**config.mk**
```make
export PLATFORM = sky130hd
export DESIGN_NAME = iq_mismatch_comp
export DESIGN_NICKNAME = d
export VERILOG_FILES = /design/src/rtl/iq_pkg.sv /design/src/rtl/iq_sat16.sv /design/src/rtl/iq_mismatch_comp.sv
export SDC_FILE = /design/constraint.sdc
export NUM_CORES = 2
export LEC_CHECK = 0
export ABC_AREA = 1
export ABC_CLOCK_PERIOD_IN_PS = 11700
export BUFFER_PORTS_ARGS = -buffer_cell sky130_fd_sc_hd__buf_2
export CAP_MARGIN = 40
export CORE_ASPECT_RATIO = 0.5
export CORE_MARGIN = 5
export CORE_UTILIZATION = 45
export CTS_CLUSTER_DIAMETER = 120
export CTS_CLUSTER_SIZE = 10
export DETAILED_ROUTE_END_ITERATION = 8
export SLEW_MARGIN = 5
export SYNTH_ARGS = -nofsm -noshare
export SYNTH_HDL_FRONTEND = slang
export SYNTH_SLANG_ARGS = --single-unit
```
**constraint.sdc**
```tcl
create_clock -name clk -period 11.7 [get_ports clk]
set_input_delay 0.585 -clock clk [delete_from_list [all_inputs] [get_ports clk]]
set_output_delay 0.585 -clock clk [all_outputs]
set_load 0.005 [all_outputs]
```
**src/rtl/iq_pkg.sv**
```systemverilog
// Shared constants and types for the IQ mismatch compensator.
package iq_pkg;

    // Q-format limits
    localparam int Q15_MAX = 32767;
    localparam int Q15_MIN = -32768;
    localparam int Q14_ONE = 16384;

    // Coefficient clamp limits (Q2.14)
    localparam int GAIN_MIN  = 8192;
    localparam int GAIN_MAX  = 32767;
    localparam int PHASE_MIN = -16384;
    localparam int PHASE_MAX = 16383;

    typedef enum logic [0:0] {
        StAccum,
        StUpdate
    } iq_state_e;

endpackage

```
**src/rtl/iq_sat16.sv**
```systemverilog
// Combinational saturate-and-truncate of a signed value to signed 16 bits.
module iq_sat16
    import iq_pkg::*;
#(
    parameter int unsigned IN_W = 33
) (
    input  logic signed [IN_W-1:0] d_i,
    output logic signed [15:0]     q_o
);

    localparam logic signed [IN_W-1:0] SatHi = IN_W'(Q15_MAX);
    localparam logic signed [IN_W-1:0] SatLo = IN_W'(Q15_MIN);

    // Clamp to the Q1.15 range, otherwise keep the low 16 bits
    always_comb begin
        if (d_i > SatHi) begin
            q_o = 16'(Q15_MAX);
        end else if (d_i < SatLo) begin
            q_o = 16'(Q15_MIN);
        end else begin
            q_o = d_i[15:0];
        end
    end

endmodule

```
**src/rtl/iq_mismatch_comp.sv**
```systemverilog
// IQ gain/phase mismatch compensator: 2-stage correction pipeline plus a
// block-based power/correlation estimator that adapts the coefficients.
module iq_mismatch_comp
    import iq_pkg::*;
#(
    parameter int unsigned LOG2_N   = 10,
    parameter int unsigned MU_SHIFT = 4
) (
    input  logic               clk,
    input  logic               rst_n,
    input  logic signed [15:0] I_in,
    input  logic signed [15:0] Q_in,
    input  logic               in_valid,
    output logic               in_ready,
    output logic signed [15:0] I_out,
    output logic signed [15:0] Q_out,
    output logic               out_valid,
    input  logic               out_ready,
    input  logic               est_en,
    input  logic               coef_ld,
    input  logic signed [15:0] coef_gain_in,
    input  logic signed [15:0] coef_phase_in,
    output logic signed [15:0] w_gain,
    output logic signed [15:0] w_phase,
    output logic               block_done
);

    localparam int unsigned ACC_W     = 32 + LOG2_N + 1;
    localparam int unsigned UPD_W     = ACC_W + 1;
    localparam int unsigned EST_SHIFT = LOG2_N + 16;
    localparam logic [LOG2_N-1:0] CntMax = '1;

    iq_state_e                 state_q, state_d;
    logic        [LOG2_N-1:0]  cnt_q, cnt_d;
    logic signed [ACC_W-1:0]   pii_q, pii_d, pqq_q, pqq_d, ciq_q, ciq_d;
    logic signed [15:0]        wg_q, wg_d, wp_q, wp_d;

    logic                      s1_valid_q;
    logic signed [31:0]        s1_pg_q, s1_pp_q;
    logic signed [15:0]        s1_i_q;
    logic                      out_valid_q;
    logic signed [15:0]        i_out_q, q_out_q;

    logic                      en, in_xfer, out_xfer;
    logic signed [32:0]        sum, sum_shr;
    logic signed [15:0]        q_sat;
    logic signed [31:0]        p_ii, p_qq, c_iq;
    logic signed [ACC_W-1:0]   pdiff, g_step, p_step;
    logic signed [UPD_W-1:0]   g_sum, p_sum;
    logic signed [15:0]        g_new, p_new;

    assign en       = !out_valid_q || out_ready;
    assign in_ready = rst_n && en && (state_q == StAccum);
    assign in_xfer  = in_valid && in_ready;
    assign out_xfer = out_valid_q && out_ready;

    assign sum     = 33'(s1_pg_q) + 33'(s1_pp_q);
    assign sum_shr = sum >>> 14;

    iq_sat16 #(
        .IN_W (33)
    ) u_sat (
        .d_i (sum_shr),
        .q_o (q_sat)
    );

    // Datapath: stage 1 latches products with the coefficients current at
    // acceptance, so later coefficient changes never touch in-flight samples.
    always_ff @(posedge clk) begin
        if (!rst_n) begin
            s1_valid_q  <= 1'b0;
            s1_pg_q     <= '0;
            s1_pp_q     <= '0;
            s1_i_q      <= '0;
            out_valid_q <= 1'b0;
            i_out_q     <= '0;
            q_out_q     <= '0;
        end else if (en) begin
            s1_valid_q  <= in_xfer;
            out_valid_q <= s1_valid_q;
            if (in_xfer) begin
                s1_pg_q <= 32'(wg_q) * 32'(Q_in);
                s1_pp_q <= 32'(wp_q) * 32'(I_in);
                s1_i_q  <= I_in;
            end
            if (s1_valid_q) begin
                i_out_q <= s1_i_q;
                q_out_q <= q_sat;
            end
        end
    end

    assign p_ii = 32'(i_out_q) * 32'(i_out_q);
    assign p_qq = 32'(q_out_q) * 32'(q_out_q);
    assign c_iq = 32'(i_out_q) * 32'(q_out_q);

    assign pdiff  = pii_q - pqq_q;
    assign g_step = (pdiff >>> EST_SHIFT) >>> MU_SHIFT;
    assign p_step = (ciq_q >>> EST_SHIFT) >>> MU_SHIFT;
    assign g_sum  = UPD_W'(wg_q) + UPD_W'(g_step);
    assign p_sum  = UPD_W'(wp_q) - UPD_W'(p_step);

    // Clamp the adapted coefficients to their legal ranges
    always_comb begin
        if (g_sum > UPD_W'(GAIN_MAX)) begin
            g_new = 16'(GAIN_MAX);
        end else if (g_sum < UPD_W'(GAIN_MIN)) begin
            g_new = 16'(GAIN_MIN);
        end else begin
            g_new = g_sum[15:0];
        end
        if (p_sum > UPD_W'(PHASE_MAX)) begin
            p_new = 16'(PHASE_MAX);
        end else if (p_sum < UPD_W'(PHASE_MIN)) begin
            p_new = 16'(PHASE_MIN);
        end else begin
            p_new = p_sum[15:0];
        end
    end

    // Estimator next state; a direct load overrides everything else
    always_comb begin
        state_d = state_q;
        cnt_d   = cnt_q;
        pii_d   = pii_q;
        pqq_d   = pqq_q;
        ciq_d   = ciq_q;
        wg_d    = wg_q;
        wp_d    = wp_q;
        unique case (state_q)
            StAccum: begin
                if (out_xfer) begin
                    pii_d = pii_q + ACC_W'(p_ii);
                    pqq_d = pqq_q + ACC_W'(p_qq);
                    ciq_d = ciq_q + ACC_W'(c_iq);
                    if (cnt_q == CntMax) begin
                        cnt_d   = '0;
                        state_d = StUpdate;
                    end else begin
                        cnt_d = cnt_q + LOG2_N'(1);
                    end
                end
            end
            StUpdate: begin
                if (est_en) begin
                    wg_d = g_new;
                    wp_d = p_new;
                end
                // A sample leaving during the update cycle opens the next block
                pii_d   = out_xfer ? ACC_W'(p_ii) : '0;
                pqq_d   = out_xfer ? ACC_W'(p_qq) : '0;
                ciq_d   = out_xfer ? ACC_W'(c_iq) : '0;
                cnt_d   = out_xfer ? LOG2_N'(1) : '0;
                state_d = StAccum;
            end
            default: state_d = StAccum;
        endcase
        if (coef_ld) begin
            wg_d    = coef_gain_in;
            wp_d    = coef_phase_in;
            pii_d   = '0;
            pqq_d   = '0;
            ciq_d   = '0;
            cnt_d   = '0;
            state_d = StAccum;
        end
    end

    // Estimator and coefficient state
    always_ff @(posedge clk) begin
        if (!rst_n) begin
            state_q <= StAccum;
            cnt_q   <= '0;
            pii_q   <= '0;
            pqq_q   <= '0;
            ciq_q   <= '0;
            wg_q    <= 16'(Q14_ONE);
            wp_q    <= '0;
        end else begin
            state_q <= state_d;
            cnt_q   <= cnt_d;
            pii_q   <= pii_d;
            pqq_q   <= pqq_d;
            ciq_q   <= ciq_d;
            wg_q    <= wg_d;
            wp_q    <= wp_d;
        end
    end

    assign I_out      = i_out_q;
    assign Q_out      = q_out_q;
    assign out_valid  = out_valid_q;
    assign w_gain     = wg_q;
    assign w_phase    = wp_q;
    assign block_done = (state_q == StUpdate);

endmodule

```
==> results.ini <==
[grt]
overflow=0
grt_pass1_vias=68146
grt_max_degree=86
grt_use_total_pct=27.52
grt_pass1_wl_mm=388.9
antenna_found_initial=17

[placed_design]
place.port_buffers=136
place_ws_ns=3.132
dpl.cell_count=13042
hpwlAfterDp_mm=204.6
place.gp.congestion=0.9900

[synthesis]
yosysUniqueCellTypes=52
yosysWarnings=0
synth_nets=12875
synth.avg_cell_area_sq_um=7.057
syn-cell-area_sq_um=76740
syn_inst=10874
ys.flop_type=dfxtp_1
ys_ff_latch=286
ys_seq_area_share_pct=7.461
synth-edff-count=0
async_flop_share_pct=0

[final_layout]
num-fill-cells=17503
drive_gt1_share_pct=3.946
area_delta_synth_final_pct=5.392
fin_cells=13091
layout_common_cells=2,691 x inv_1, 2,689 x nand2_1, 1,256 x fa_1
final_nets=12791
final_common_cell=inv_1

[clocking]
htreeDepth=2
cts_num_sinks=286
cts_buffer_depth=3
worstSkewPairLatency_ns=0.62
numCtsBuffers=35
cts_resized=0
post-cts-setup-buffer-count=0
postCtsHoldBufs=0
cts_tree=done
root_buffer=clkbuf_16
clkTransAtPathRegs_ns=0.06

[drt]
viasPerCell=5.184
drtAntennaViolNets=0
routedWlPerCell_um=18.81
met3_length_mm=18.67
dr.pass1.iters=7
met2_length_mm=108.7
wl_met1_mm=112.7
drc=0
vias=67868
maxUsedRoutingLayer=met5
drt_iter0_drc=5326
drt_wl_total_mm=246.3

[hold_path]
hp-class=in -> reg
whs_endpoint=w_gain[14]
min_path_cells=3
hold_start=coef_gain_in[14]

[die]
design.core.area_sq_um=169900
io_pins=137
die_h_um=302.0
die_w_um=594.0
die-area_sq_um=179400
rows=107
initial_core_util_pct=45.17

[worst_setup_path]
cpMostUsedCell=fa_1
cp_max_fo=25
r2r_cells=27
path_class=reg -> reg
worstReg2RegEnd=ciq_q[40]
required_ns=12.17
timing.rr.start=Q_out[1]
r2r_slack_ns=2.94
arrival_ns=9.23
cp_slowest_stage_delay_ns=0.94
crit_buf_inv=4
critPathLaunch=Q_out[1]
cp_slowest_cell=fa_1
cpLargestDelayFamily=adder cells
cp-end-kind=flip-flop
cp-start-kind=flip-flop

[timing]
relSlewSlack_pct=38.36
slew_viol_final=0
setup_viol=0
fin_crit_sh_pct=74.89
tns_ns=0
tightest_slew_ns=0.9233
setup_slack_ns=2.938
period_minus_slack_ns=8.762
rsz0062_at_grt=false
clock.fmax_ghz=0.1141
finClkSkew_ns=0.05078
final-hold-violation-count=0

[power]
finalPower_mw=10.13
power_density_nw_per_um2=125.3
power.leakage_nw=45.97
vdd_drop_max_mv=0.1921

[run]
cap_violations=0

[outcome]
status=completed

==> stage by stage <==
stage	utilization, %	hold slack (ns)	area (sq um)
floorplan	-	0.4422	76740
global placement	46.80	0.4515	79520
detailed placement	47.03	0.4523	79900
CTS	47.60	0.2274	80860
global route	47.60	0.2551	80880
finish	47.61	0.2696	80880
==> report_power, final <==
part | internal (mW) | switching (mW)
clock network | 0.559 | 0.523
logic | 2.79 | 5.11
registers | 1.06 | 0.0925
total | 4.41 | 5.72
==> worst register-to-register path: stages (launching register included) <==
cell,delay [ns]
dfxtp_2,0.56
buf_4,0.41
nand2_1,0.20
fa_1,0.58
inv_1,0.15
fa_1,0.94
fa_1,0.54
fa_1,0.51
fa_1,0.49
inv_1,0.05
fa_1,0.48
inv_1,0.05
ha_1,0.40
nand2_1,0.14
nor3_1,0.31
nand3_1,0.13
nand3_1,0.14
xor2_1,0.58
ha_1,0.35
nand2_1,0.13
nor2_1,0.34
nand2_1,0.18
nor3_1,0.36
nand4_1,0.25
nand4_1,0.16
nand2_1,0.06
a21oi_1,0.12
nor2_1,0.05
==> registers in the layout, indices dropped and copies added (netlist names) <==
register / flops
s1_i_q: 16
pii_q: 43
I_out: 16
w_phase: 16
Q_out: 16
out_valid: 1
s1_pg_q: 32
pqq_q: 43
cnt_q: 10
w_gain: 16
s1_pp_q: 32
s1_valid_q: 1
ciq_q: 43
block_done: 1
==> layer usage <==
| layer | global-route usage [%] | up-vias |
|---|---|---|
| li1 | - | 32466 |
| met1 | 39.63 | 33083 |
| met2 | 43.81 | 2017 |
| met3 | 4.249 | 298 |
| met4 | 6.274 | 4 |
| met5 | 0 | - |
==> Yosys cell counts, types with 12 or more instances <==
cell type  instances  area [sq um]
a211oi_1          12         90.09
a21boi_0          19         142.6
a21o_1            44         330.3
a21oi_1          592          2963
a31oi_1           37         231.5
and2_1            37         231.5
and3_1            12         75.07
buf_1             14         52.55
buf_2             23         115.1
clkbuf_1         309          1160
dfxtp_1          286          5725
fa_1            1256         25140
ha_1             675          8446
inv_1           2692         10100
nand2_1         2690         10100
nand3_1          400          2002
nand3b_1          32         240.2
nand4_1           78         488.0
nor2_1           685          2571
nor3_1            71         355.3
nor4_1            17         106.4
o211ai_1          45         337.8
o21a_1            25         187.7
o21ai_0          353          1767
o21bai_1          78         585.6
o221ai_1          37         324.1
or2_2             69         431.7
xnor2_1           68         595.6
xor2_1           131          1147
==> kinds of logic after synthesis <==
group	after synthesis	share of synthesized area, %
AND/OR/NAND/NOR	4126	21.97
buffers and inverters	3051	15.02
adder cells (fa/ha/maj)	1931	43.77
AO/OA/AOI/OAI	1281	9.510
flip-flops	286	7.461
XOR/XNOR	199	2.271
==> area by class of cell <==
type / count / area, sq um / area share [%]
clock buffer: 37 / 883.3 / 1.092
multi-input combinational: 7537 / 59520 / 73.59
clock inverter: 5 / 75.07 / 0.09282
antenna: 7 / 17.52 / 0.02166
timing repair buffer: 233 / 1639 / 2.027
inverter: 2697 / 10120 / 12.52
tap: 2289 / 2864 / 3.541
sequential: 286 / 5754 / 7.115
==> how the worst max path moves through the flow <==
stage               slack (ns)  depth (start not counted)        end
finish                    2.94                         27  ciq_q[40]
global route              2.40                         35  pii_q[34]
CTS                       3.12                         35  pii_q[34]
detailed placement        3.13                         35  pii_q[34]
global placement          3.06                         27  ciq_q[40]
floorplan                 4.46                         34  pqq_q[33]
(Power assumes the default switching activity.)
